### src/rtl/q2_sequencer.sv
// Instruction-cycle controller for the 12-bit slice datapath: fetch/decode/deref/exec
// sequencing, memory request/ack handshake with timeout, and front-panel deposit/examine.
module q2_sequencer #(
  parameter int WAIT_MAX = 15
) (
  input  logic       clk,
  input  logic       nrst,
  input  logic       run,
  input  logic       step,
  input  logic       dep,
  input  logic       exam,
  input  logic [3:0] ir,
  input  logic       flag,
  input  logic       mem_ack,
  output logic       mem_rd,
  output logic       mem_wr,
  output logic       wra,
  output logic       rda,
  output logic       wrx,
  output logic       rdx,
  output logic [3:0] xin_sel,
  output logic       incp_clk,
  output logic       nwrp,
  output logic       rdp,
  output logic       wrs,
  output logic       halted,
  output logic       bus_err
);

  // state  | meaning
  // HALT   | idle, front panel live (locked once bus_err is set)
  // FETCH  | P on abus, read instruction
  // DECODE | X <= operand, P+1, opcode latched
  // DEREF  | X <= mem[X] (wait phase, then wrx phase)
  // EXEC   | opcode action (wait phase for memory ops, then completion)
  // MEMW   | STA write of A to mem[X]
  // PANEL  | deposit/examine access at P, then P+1
  typedef enum logic [2:0] {
    S_HALT, S_FETCH, S_DECODE, S_DEREF, S_EXEC, S_MEMW, S_PANEL
  } state_t;

  localparam logic [3:0] CNT_LOAD  = 4'(WAIT_MAX - 1);
  localparam logic [3:0] XIN_DBUS  = 4'b1000;
  localparam logic [3:0] XIN_SHIFT = 4'b0010;
  localparam logic [2:0] OP_LDA = 3'd0, OP_STA = 3'd1, OP_ADD = 3'd2, OP_NAND = 3'd3,
                         OP_SHR = 3'd4, OP_JMP = 3'd5, OP_JZ = 3'd6, OP_HLT = 3'd7;

  state_t     r_state;
  logic [2:0] r_op;
  logic [3:0] r_cnt;
  logic       r_step;
  logic       r_wait;
  logic       r_pdep;

  logic [2:0] w_op;
  logic       w_enter_exec;
  logic       w_done;
  logic       w_timeout;

  always_comb begin
    w_op         = (r_state == S_DECODE) ? ir[3:1] : r_op;
    w_enter_exec = (r_state == S_DECODE && !ir[0]) || (r_state == S_DEREF && !r_wait);
    w_done       = (r_state == S_EXEC && !r_wait && r_op != OP_STA && r_op != OP_HLT) ||
                   (r_state == S_MEMW && mem_ack);
    w_timeout    = r_wait && !mem_ack && (r_cnt == 4'd0);
  end

  // Every strobe lands one cycle after the ack it answers, so a state that must
  // both strobe and then re-use the bus spends an extra cycle with r_wait low.
  always_ff @(posedge clk) begin
    if (!nrst) begin
      r_state <= S_HALT;
      r_op    <= OP_LDA;
      r_cnt   <= 4'd0;
      r_step  <= 1'b0;
      r_wait  <= 1'b0;
      r_pdep  <= 1'b0;
      mem_rd  <= 1'b0;
      mem_wr  <= 1'b0;
      wra     <= 1'b0;
      rda     <= 1'b0;
      wrx     <= 1'b0;
      rdx     <= 1'b0;
      xin_sel <= 4'd0;
      incp_clk <= 1'b0;
      nwrp    <= 1'b1;
      rdp     <= 1'b0;
      wrs     <= 1'b0;
      halted  <= 1'b1;
      bus_err <= 1'b0;
    end else begin
      wra      <= 1'b0;
      wrx      <= 1'b0;
      xin_sel  <= 4'd0;
      incp_clk <= 1'b0;
      nwrp     <= 1'b1;
      wrs      <= 1'b0;
      if (r_cnt != 4'd0) r_cnt <= r_cnt - 4'd1;

      case (r_state)
        S_HALT: if (!bus_err) begin
          if (run || step) begin
            r_step <= !run;
            r_state <= S_FETCH;
            halted <= 1'b0;
            rdp    <= 1'b1;
            mem_rd <= 1'b1;
            r_wait <= 1'b1;
            r_cnt  <= CNT_LOAD;
          end else if (dep || exam) begin
            r_pdep  <= dep;
            r_state <= S_PANEL;
            halted  <= 1'b0;
            rdp     <= 1'b1;
            mem_wr  <= dep;
            mem_rd  <= !dep;
            r_wait  <= 1'b1;
            r_cnt   <= CNT_LOAD;
          end
        end
        S_FETCH: if (mem_ack) begin
          rdp      <= 1'b0;
          mem_rd   <= 1'b0;
          r_wait   <= 1'b0;
          r_state  <= S_DECODE;
          wrx      <= 1'b1;
          xin_sel  <= XIN_DBUS;
          incp_clk <= 1'b1;
        end
        S_DECODE: begin
          r_op <= ir[3:1];
          if (ir[0]) begin
            r_state <= S_DEREF;
            rdx     <= 1'b1;
            mem_rd  <= 1'b1;
            r_wait  <= 1'b1;
            r_cnt   <= CNT_LOAD;
          end
        end
        S_DEREF: if (r_wait && mem_ack) begin
          rdx     <= 1'b0;
          mem_rd  <= 1'b0;
          r_wait  <= 1'b0;
          wrx     <= 1'b1;
          xin_sel <= XIN_DBUS;
        end
        S_EXEC: begin
          if (r_wait) begin
            if (mem_ack) begin
              rdx    <= 1'b0;
              mem_rd <= 1'b0;
              r_wait <= 1'b0;
              wra    <= 1'b1;
              wrs    <= (r_op != OP_LDA);
            end
          end else if (r_op == OP_STA) begin
            r_state <= S_MEMW;
            mem_wr  <= 1'b1;
            r_wait  <= 1'b1;
            r_cnt   <= CNT_LOAD;
          end else if (r_op == OP_HLT) begin
            r_state <= S_HALT;
            halted  <= 1'b1;
            r_step  <= 1'b0;
          end
        end
        S_MEMW: ;
        S_PANEL: begin
          if (r_wait) begin
            if (mem_ack) begin
              mem_rd <= 1'b0;
              mem_wr <= 1'b0;
              r_wait <= 1'b0;
              wra    <= !r_pdep;
            end
          end else begin
            rdp      <= 1'b0;
            incp_clk <= 1'b1;
            r_state  <= S_HALT;
            halted   <= 1'b1;
          end
        end
        default: r_state <= S_HALT;
      endcase

      if (w_enter_exec) begin
        r_state <= S_EXEC;
        case (w_op)
          OP_LDA, OP_ADD, OP_NAND: begin
            rdx    <= 1'b1;
            mem_rd <= 1'b1;
            r_wait <= 1'b1;
            r_cnt  <= CNT_LOAD;
          end
          OP_STA: begin
            rdx <= 1'b1;
            rda <= 1'b1;
          end
          OP_SHR: begin
            wrx     <= 1'b1;
            xin_sel <= XIN_SHIFT;
            wrs     <= 1'b1;
          end
          OP_JMP: nwrp <= 1'b0;
          OP_JZ:  nwrp <= !flag;
          default: ;
        endcase
      end

      if (w_done) begin
        rdx    <= 1'b0;
        rda    <= 1'b0;
        mem_wr <= 1'b0;
        r_step <= 1'b0;
        r_wait <= 1'b0;
        if (run && !r_step) begin
          r_state <= S_FETCH;
          rdp     <= 1'b1;
          mem_rd  <= 1'b1;
          r_wait  <= 1'b1;
          r_cnt   <= CNT_LOAD;
        end else begin
          r_state <= S_HALT;
          halted  <= 1'b1;
        end
      end

      // A timed-out access leaves memory in an unknown state, so the sequencer
      // stays halted until reset rather than resuming on the next run.
      if (w_timeout) begin
        mem_rd  <= 1'b0;
        mem_wr  <= 1'b0;
        rdx     <= 1'b0;
        rda     <= 1'b0;
        rdp     <= 1'b0;
        r_wait  <= 1'b0;
        r_step  <= 1'b0;
        bus_err <= 1'b1;
        r_state <= S_HALT;
        halted  <= 1'b1;
      end
    end
  end

endmodule

### config.mk
export PLATFORM = sky130hd
export DESIGN_NAME = q2_sequencer
export DESIGN_NICKNAME = d
export VERILOG_FILES = /design/src/rtl/q2_sequencer.sv
export SDC_FILE = /design/constraint.sdc
export NUM_CORES = 1
export LEC_CHECK = 0
export ABC_CLOCK_PERIOD_IN_PS = 2450
export BUFFER_PORTS_ARGS = -buffer_cell sky130_fd_sc_hd__buf_2
export CAP_MARGIN = 20
export CORE_ASPECT_RATIO = 0.6
export CORE_MARGIN = 5
export CORE_UTILIZATION = 55
export DETAILED_ROUTE_END_ITERATION = 10
export PLACE_DENSITY = 0.88
export SYNTH_ARGS = -nofsm -noshare
export SYNTH_HDL_FRONTEND = slang
export SYNTH_SLANG_ARGS = --single-unit
export TNS_END_PERCENT = 5
### constraint.sdc
create_clock -name clk -period 2.45 [get_ports clk]
set_input_delay 0.1225 -clock clk [delete_from_list [all_inputs] [get_ports clk]]
set_output_delay 0.1225 -clock clk [all_outputs]
set_load 0.05 [all_outputs]
# Yosys cells after proc, flatten, opt, wreduce, memory -nomap -nowiden

Index checks and enable logic that the tools add are counted.

Register bits after elaboration: 29
Input bits: 12
Output and inout port bits: 16
Logic and storage cells: 212

Add/subtract/negate cells: 1
Eq/ne operators: 34
Mux-type cells: 114
Bitwise gates (word level): 3
Reductions and logical operators: 41

Operator list:

| cell                 | number |
|---|---|
| $mux W1              | 73 |
| $mux W4              | 15 |
| $mux W3              | 12 |
| $eq A3 B3 Y1 const B | 7 |
| $ne A4 B4 Y1 const B | 5 |
| $pmux W3 S6          | 1 |
| $ne A2 B2 Y1 const B | 8 |
| $reduce_and A8 Y1    | 2 |
| $eq A3 B2 Y1 const B | 4 |
| $pmux W1 S3          | 4 |
| $pmux W4 S3          | 1 |
| $logic_and A1 B1 Y1  | 10 |
| $pmux W1 S2          | 5 |
| $eq A3 B1 Y1 const B | 3 |
| $logic_not A1 Y1     | 8 |
| $pmux W4 S2          | 1 |
| $logic_not A3 Y1     | 2 |
| $ne A3 B1 Y1 const B | 2 |
| $pmux W1 S6          | 1 |
| $reduce_and A6 Y1    | 1 |
| $reduce_bool A3 Y1   | 2 |
| $reduce_or A2 Y1     | 3 |
| $reduce_or A3 Y1     | 2 |
| $ne A5 B3 Y1 const B | 1 |
| other kinds (13)     | 20 |

# Depth between registers and ports, before layout

Gate-level depths: netlist of the first run.

Depth after elaboration: 10
Gate-level depth with buffers: 7
Depth with buffers taken out: 6

# Worst setup path after synthesis of the first run

OpenSTA, ideal clock, no wires.

Path kind: reg2reg
Start point: register bus_err
End point: register r_cnt[1]
Setup time: 0.058 ns
Arrival: 1.620 ns
Required time: 2.392 ns
Path slack: 0.772 ns
Cell stages (with the launch flop): 6
Buffers on the path: 1
Clock period less this slack: 1.678 ns
Cells stage by stage: dfxtp_1 > clkbuf_8 > or3_1 > a311o_1 > o211ai_2 > o21a_1

Word-level cells in the longest chain between the ends: 6

RTL lines:

| item                   | line | source |
|---|---|---|
| from (decl)            | 27   | `output logic bus_err` |
| from (signal assigned) | 90   | `bus_err <= 1'b0;` |
| from (signal assigned) | 238  | `bus_err <= 1'b1;` |
| $mux W4 (*)            | 101  | `S_HALT: if (!bus_err) begin` |
| $pmux W4 S3 (*)        | 100  | `case (r_state)` |
| $mux W4                | 188  | `case (w_op)` |
| $mux W4 (*)            | 186  | `if (w_enter_exec) begin` |
| $mux W4                | 216  | `if (run && !r_step) begin` |
| $mux W4 (*)            | 210  | `if (w_done) begin` |
| to (signal assigned)   | 98   | `if (r_cnt != 4'd0) r_cnt <= r_cnt - 4'd1;` |
| to (decl)              | 50   | `logic [3:0] r_cnt;` |

Every way passes the cells marked *; elsewhere a longest branch is shown, timed or not.
A chain may end at the register's enable or synchronous reset.

# Worst setup path after layout of the first run

Start point: register r_state[1]
End point: register r_state[1]

Word-level cells in the longest chain between the ends: 7
Elaborated cells on any way between the ends: 28
Those cells by class: 14 x eq/ne; 3 x mux; 11 x reduce/logical

RTL lines:

| item                                                  | line    | source |
|---|---|---|
| from (decl)                                           | 48      | `state_t r_state;` |
| from (signal assigned)                                | 72      | `r_state <= S_HALT;` |
| from (signal assigned)                                | 104     | `r_state <= S_FETCH;` |
| from (signal assigned)                                | 112     | `r_state <= S_PANEL;` |
| $eq A3 B3 Y1                                          | 63, 100 |  |
| $logic_and A1 B1 Y1 (3 in a row)                      | 63      | `w_done = (r_state == S_EXEC && !r_wait && r_op != OP_STA && r_op != OP_HLT) \|\|` |
| $logic_or A1 B1 Y1                                    | 63      |  |
| $ne A5 B5 Y1 (no source line) (tied with other cells) | -       |  |
| $reduce_and A8 Y1 (no source line)                    | -       |  |

Parallel ways exist; a longest one is shown, timed or not.

==> run summary, run 1 <==
Max clock buf depth - 2
Largest net degree at the start of global routing - 19
Global-route wire length before repair - 7000 um
FP Rows - 15
Total number of vias - 1623
IO Count - 28
Synthesized flop and latch total - 27
Most common cell after layout, fill and taps aside - dfxtp_1
Post-Route WL - 4370 um
Leak - 0.758 nW
Synth top area share - 32.6%
Area leader, netlist - dfxtp_1
CP delay by family, top - compound AO/OA/AOI/OAI gates
Max Cap Viol - 0
Ys flop type - dfxtp_1
Distinct cell type count of the synthesized netlist - 55
Gate Count Post-Synth - 201
Share of layout cells above drive strength 1 - 19.2%
Crit end category - flip-flop
Syn Area/Cell - 8.24 um^2
Fmax - 490 MHz
Fin crit share - 83.2%
Area contributors post-synth - dfxtp_1, clkbuf_8, nand2_1, nor2_1, a21oi_1
Final-stage net count - 238
Clk Latency, worst-skew pair - 0.27 ns
Die ar. - 4250 um^2
Outcome - finished clean
Final Skew - 0.00326 ns
Highest-delay cell along the critical path - dfxtp_1
Pwr/cell area - 1310 nW/um^2
Commonest non-fill, non-tap cells in the layout - dfxtp_1, buf_2, nand2_1
Slew HR - 58.0%
Initial antenna violation count - 0
Hold Fails Final Rpt - 0
DRC viols - 0
Starting density of the core - 57.7%
Synth warn - 0
Gr ovfl total - 0
PostCTS Resize Cnt - 0
Fin crit period - 2.04 ns
CTS tree - done
RSZ-0062 raised after global routing - false
Power, Total - 2.36 mW
Area Growth Syn to Fin - 8.84%
Die X - 80.9 um
Vias per cell - 6.10
Total GRT Usage - 21.9%
Die Span Y - 52.5 um
CP peak stage delay - 0.71 ns
H-tree levels - 1
CP Max Fanout - 15
Number of flops mapped to enable cells by yosys - 0
Setup_tns - 0 ns
Antenna-violating nets left - 0
Routed WL per cell - 16.4 um
Final HPWL DP - 3150 um
Area occupied by multi-input gates - 972 um^2
DR pass1 iterations - 6
Final setup violation count - 0
Async set-reset flop share out of synthesis - 0%
Vias in the first global route - 1358
Root buf cell - clkbuf_8
Crit path buf inv count - 1
Mapped Area - 1660 um^2
Sequential cell area - 541 um^2
Slew @ Worst Pin - 0.628 ns
Fillers - 262
CTS Buf Count - 3
Post-CTS setup buffers - 0
PortBufs - 25
Worst vdd ir - 0.788 mV
Gpl congestion - 0.995
Sequential fraction of the synthesis area - 32.6%
CORE AREA - 2870 um^2
Hold Path Class - input pin to flip-flop
Critical path startpoint category - flip-flop
Worst EP required - 2.66 ns
Crit path arrival time - 2.25 ns
Antenna Cells - 0
Max Slew Vio Count - 0
CTS Hold Bufs - 0
Worst-path clk slew - 0.09 ns
Initial drt markers - 315
Critical path, cell by cell - inv_2, a32o_1, a221o_1, a211o_1, a21oi_1
Kind of critical path - flip-flop to flip-flop
Clock sink total - 27
-- layout make-up --
class | instances | area share, %
flip-flops and latches | 27 | 30.0
clock buffers | 4 | 2.50
multi-input cells | 154 | 53.9
repair buffers | 29 | 8.61
well taps | 42 | 2.91
inverters | 10 | 2.08
-- sequential cells by signal, summed over array words and instances, names as in the netlist, 2 cells and up --
name     flops
r_cnt        4
r_op         3
r_state      3
xin_sel      2
-- worst min-delay path: stages --
cell and delay, ns:
buf_2 0.07, a21oi_1 0.04, nand2b_1 0.13
-- per-layer routing --
| metal | share of wire [%] | wire (um) | track usage [%] | vias to the layer above |
|---|---|---|---|---|
| met5 | 0 | 0 | 0 | - |
| met4 | 1.2 | 51 | 4.78 | 0 |
| met3 | 14 | 615 | 8.76 | 8 |
| met2 | 38 | 1680 | 28.7 | 111 |
| met1 | 46 | 2020 | 32.4 | 724 |
| li1 | - | - | - | 780 |
-- kinds of logic (layout without fill, tap and decap cells) --
family / after synthesis / in the layout / synth area share (%)
AND/OR/NAND/NOR: 82 / 82 / 26.6
AO/OA/AOI/OAI: 61 / 61 / 26.2
flip-flops: 27 / 27 / 32.6
buffers and inverters: 21 / 43 / 8.91
multiplexers: 6 / 6 / 3.63
XOR/XNOR: 2 / 2 / 1.06
adder cells (fa/ha/maj): 1 / 1 / 0.755
other: 1 / 2 / 0.226
-- synthesized netlist by cell type, drive strengths merged, types with 3 or more instances --
cell type,instances
nor2b,5
and2b,3
a211oi,4
a21oi,12
mux2i,6
o21ai,7
clkbuf,7
nand2,18
a31oi,4
o31ai,4
a211o,3
nand3,6
dfxtp,27
nand2b,5
and3,3
o32ai,3
nor3b,4
o21a,6
inv,10
or3,5
o211ai,4
nor3,6
buf,4
nand4,3
nor2,17
-- power by group --
part	switching (mW)	internal (mW)
combinational	0.798	0.531
clock	0.138	0.117
sequential	0.214	0.567
total	1.15	1.21
-- metrics by stage --
step	setup slack [ns]	instances	hold WS, ns	util (%)	area [um^2]
CTS	0.468	266	0.137	62.8	1800
global placement	0.554	262	0.424	61.2	1760
global route	0.313	266	0.136	62.8	1800
finish	0.411	266	0.135	62.8	1800
detailed placement	0.520	262	0.428	61.2	1760
floorplan	0.772	202	0.270	-	1660
-- path summary, 6_finish.rpt --
path              cells after the start    endpoint  startpoint  slack, ns
hold reg to reg                       2         rda         rda       0.47
hold / removal                        3        nwrp        flag       0.13
setup / recovery                      5  r_state[1]  r_state[1]       0.41
setup reg to reg                      5  r_state[1]  r_state[1]       0.41
(Power assumes the default switching activity.)
==> run 2, diff against run 1 <==
--- a/config.mk
+++ b/config.mk
@@ -5,7 +5,7 @@
 export SDC_FILE = /design/constraint.sdc
 export NUM_CORES = 1
 export LEC_CHECK = 0
-export ABC_CLOCK_PERIOD_IN_PS = 2450
+export ABC_CLOCK_PERIOD_IN_PS = 1900
 export BUFFER_PORTS_ARGS = -buffer_cell sky130_fd_sc_hd__buf_2
 export CAP_MARGIN = 20
 export CORE_ASPECT_RATIO = 0.6
==> constraint.sdc (replaced) <==
create_clock -name clk -period 1.9 [get_ports clk]
set_input_delay 0.095 -clock clk [delete_from_list [all_inputs] [get_ports clk]]
set_output_delay 0.095 -clock clk [all_outputs]
set_load 0.05 [all_outputs]
==> run 2 against run 1 <==
Against the previous run:
- global-route usage rose by 0.52 points
- fmax rose by 16%
- utilization rose by 3.1 points
- die area did not move
- clock skew fell by 0.0013 ns
- sequential power rose by 19%
- non-clock buffer count rose by 11
- largest cell class unchanged
==> run summary, run 2 (synthesized netlist as in run 1, its figures left out) <==
Worst-path clk slew - 0.10 ns (about the same)
Outcome - finished clean
CP peak stage delay - 0.52 ns (-0.19 ns)
Final Util - 65.9% (+3.1 points)
Met3 GRT Util - 5.50% (-3.3 points)
Leak - 0.811 nW (+7.1%)
Starting density of the core - 57.7% (unchanged)
Setup_tns - 0 ns (unchanged)
Final HPWL DP - 3260 um (+3.6%)
Initial antenna violation count - 0 (unchanged)
Total number of vias - 1658 (+2.2%)
Share of layout cells above drive strength 1 - 24.3% (+5.1 points)
Antenna Cells - 0 (unchanged)
Fin crit period - 1.76 ns (-0.277 ns)
Max FFs per register - 4 (unchanged)
Antenna-violating nets left - 0 (unchanged)
Total GRT Usage - 22.4% (+0.52 points)
Highest-delay cell along the critical path - or3_2
Crit end category - flip-flop
Crit path buf inv count - 0 (-1)
Worst vdd ir - 0.751 mV (-4.8%)
Worst EP required - 2.07 ns (-0.59 ns)
Instance count on the critical path - 5 (unchanged)
Reg2reg start - r_state[0]
Largest net degree at the start of global routing - 17 (-2)
Routed WL per cell - 15.7 um (-4.2%)
DRC viols - 0 (unchanged)
Clk Latency, worst-skew pair - 0.28 ns (about the same)
RSZ-0062 raised after global routing - false
Vias per cell - 5.99 (-1.9%)
Critical path launch point - r_state[0]
Register with the most flip-flops - r_cnt
Max clock buf depth - 2 (unchanged)
CTS tree - done
IO Count - 28 (unchanged)
Gr ovfl total - 0 (unchanged)
Critical path startpoint category - flip-flop
H-tree levels - 1 (unchanged)
Placed cell area - 1840 um^2 (+4.7%)
HP Start - flag
Die X - 80.9 um (unchanged)
PortBufs - 25 (unchanged)
CTS Hold Bufs - 0 (unchanged)
Clock sink total - 27 (unchanged)
Max Cap Viol - 0 (unchanged)
Final Skew - 0.00197 ns (-0.00128 ns)
Critical path, cell by cell - or3_2, nor3_1, a221o_1, nand3_1, mux2i_1
PostCTS Resize Cnt - 0 (unchanged)
Crit path arrival time - 1.93 ns (-0.32 ns)
CP delay by family, top - simple AND/OR/NAND/NOR gates
Die ar. - 4250 um^2 (unchanged)
DR pass1 iterations - 5 (-1)
Max Slew Vio Count - 0 (unchanged)
Global-route wire length before repair - 7220 um (+3.3%)
Die Span Y - 52.5 um (unchanged)
Kind of critical path - flip-flop to flip-flop
CORE AREA - 2870 um^2 (unchanged)
Largest registers - r_cnt (4), r_op (3), r_state (3)
GR peak layer - met1
Commonest non-fill, non-tap cells in the layout - dfxtp_1, buf_2, nand2_1
Area Growth Syn to Fin - 14.2%
M2 GR Usage - 31.7% (+3.0 points)
CTS Buf Count - 3 (unchanged)
Sequential cell area - 543 um^2 (+0.46%)
Fillers - 241 (-8.0%)
Hold Path Class - input pin to flip-flop
Reg2Reg Depth - 5 (unchanged)
Final setup violation count - 0 (unchanged)
Gpl congestion - 1.08 (+8.9%)
Initial drt markers - 169 (-46%)
CP Max Fanout - 15 (unchanged)
Area occupied by multi-input gates - 972 um^2 (unchanged)
Fmax - 568 MHz (+16%)
Post-Route WL - 4360 um (-0.23%)
Pwr/cell area - 1670 nW/um^2 (+28%)
Post-CTS setup buffers - 0 (unchanged)
Hold path depth - 3 (unchanged)
Final-stage net count - 249 (+4.6%)
Fin crit share - 92.7% (+9.5 points)
Design Area, Final - 1890 um^2 (+4.9%)
Root buf cell - clkbuf_8
Hold Fails Final Rpt - 0 (unchanged)
FP Rows - 15 (unchanged)
Vias in the first global route - 1449 (+6.7%)
GR Util met1 - 33.8% (+1.3 points)
==> run 2: power breakdown <==
part           switching, mW  internal [mW]  leakage [nW]
sequential             0.192          0.736         0.222
clock                  0.192          0.149        0.0217
combinational           1.11          0.786         0.568
==> run 2: metrics by stage <==
step / std cells / total power, mW / setup slack (ns) / hold slack, ns
global route: 277 / 3.40 / 0.0116 / 0.102
finish: 277 / 3.16 / 0.138 / 0.0965
global placement: 273 / 2.76 / 0.0638 / 0.395
floorplan: 202 / 2.37 / 0.222 / 0.242
detailed placement: 273 / 2.77 / 0.0606 / 0.396
CTS: 277 / 3.13 / 0.0116 / 0.0964
==> run 2: area by class of cell <==
type | count | share of cell area (%)
multi-input combinational | 154 | 51.4
sequential | 27 | 28.7
timing repair buffer | 40 | 12.6
tap | 42 | 2.78
clock buffer | 3 | 2.18
inverter | 10 | 1.98
clock inverter | 1 | 0.397
==> run 2: final timing paths <==
check               end  slack, ns
max          r_state[2]       0.14
min                nwrp        0.1
max reg2reg  r_state[2]       0.14
min reg2reg         wra       0.50
==> run 2: per-layer routing <==
layer	vias to the layer above	share of wire, %
met5	-	0
met4	0	1.4
met3	15	13
met2	115	40
met1	729	46
li1	799	-
==> run 2: tightest hold or removal path, stage by stage <==
cell and delay, ns:
buf_2 0.07, a21oi_1 0.04, nand2b_1 0.12
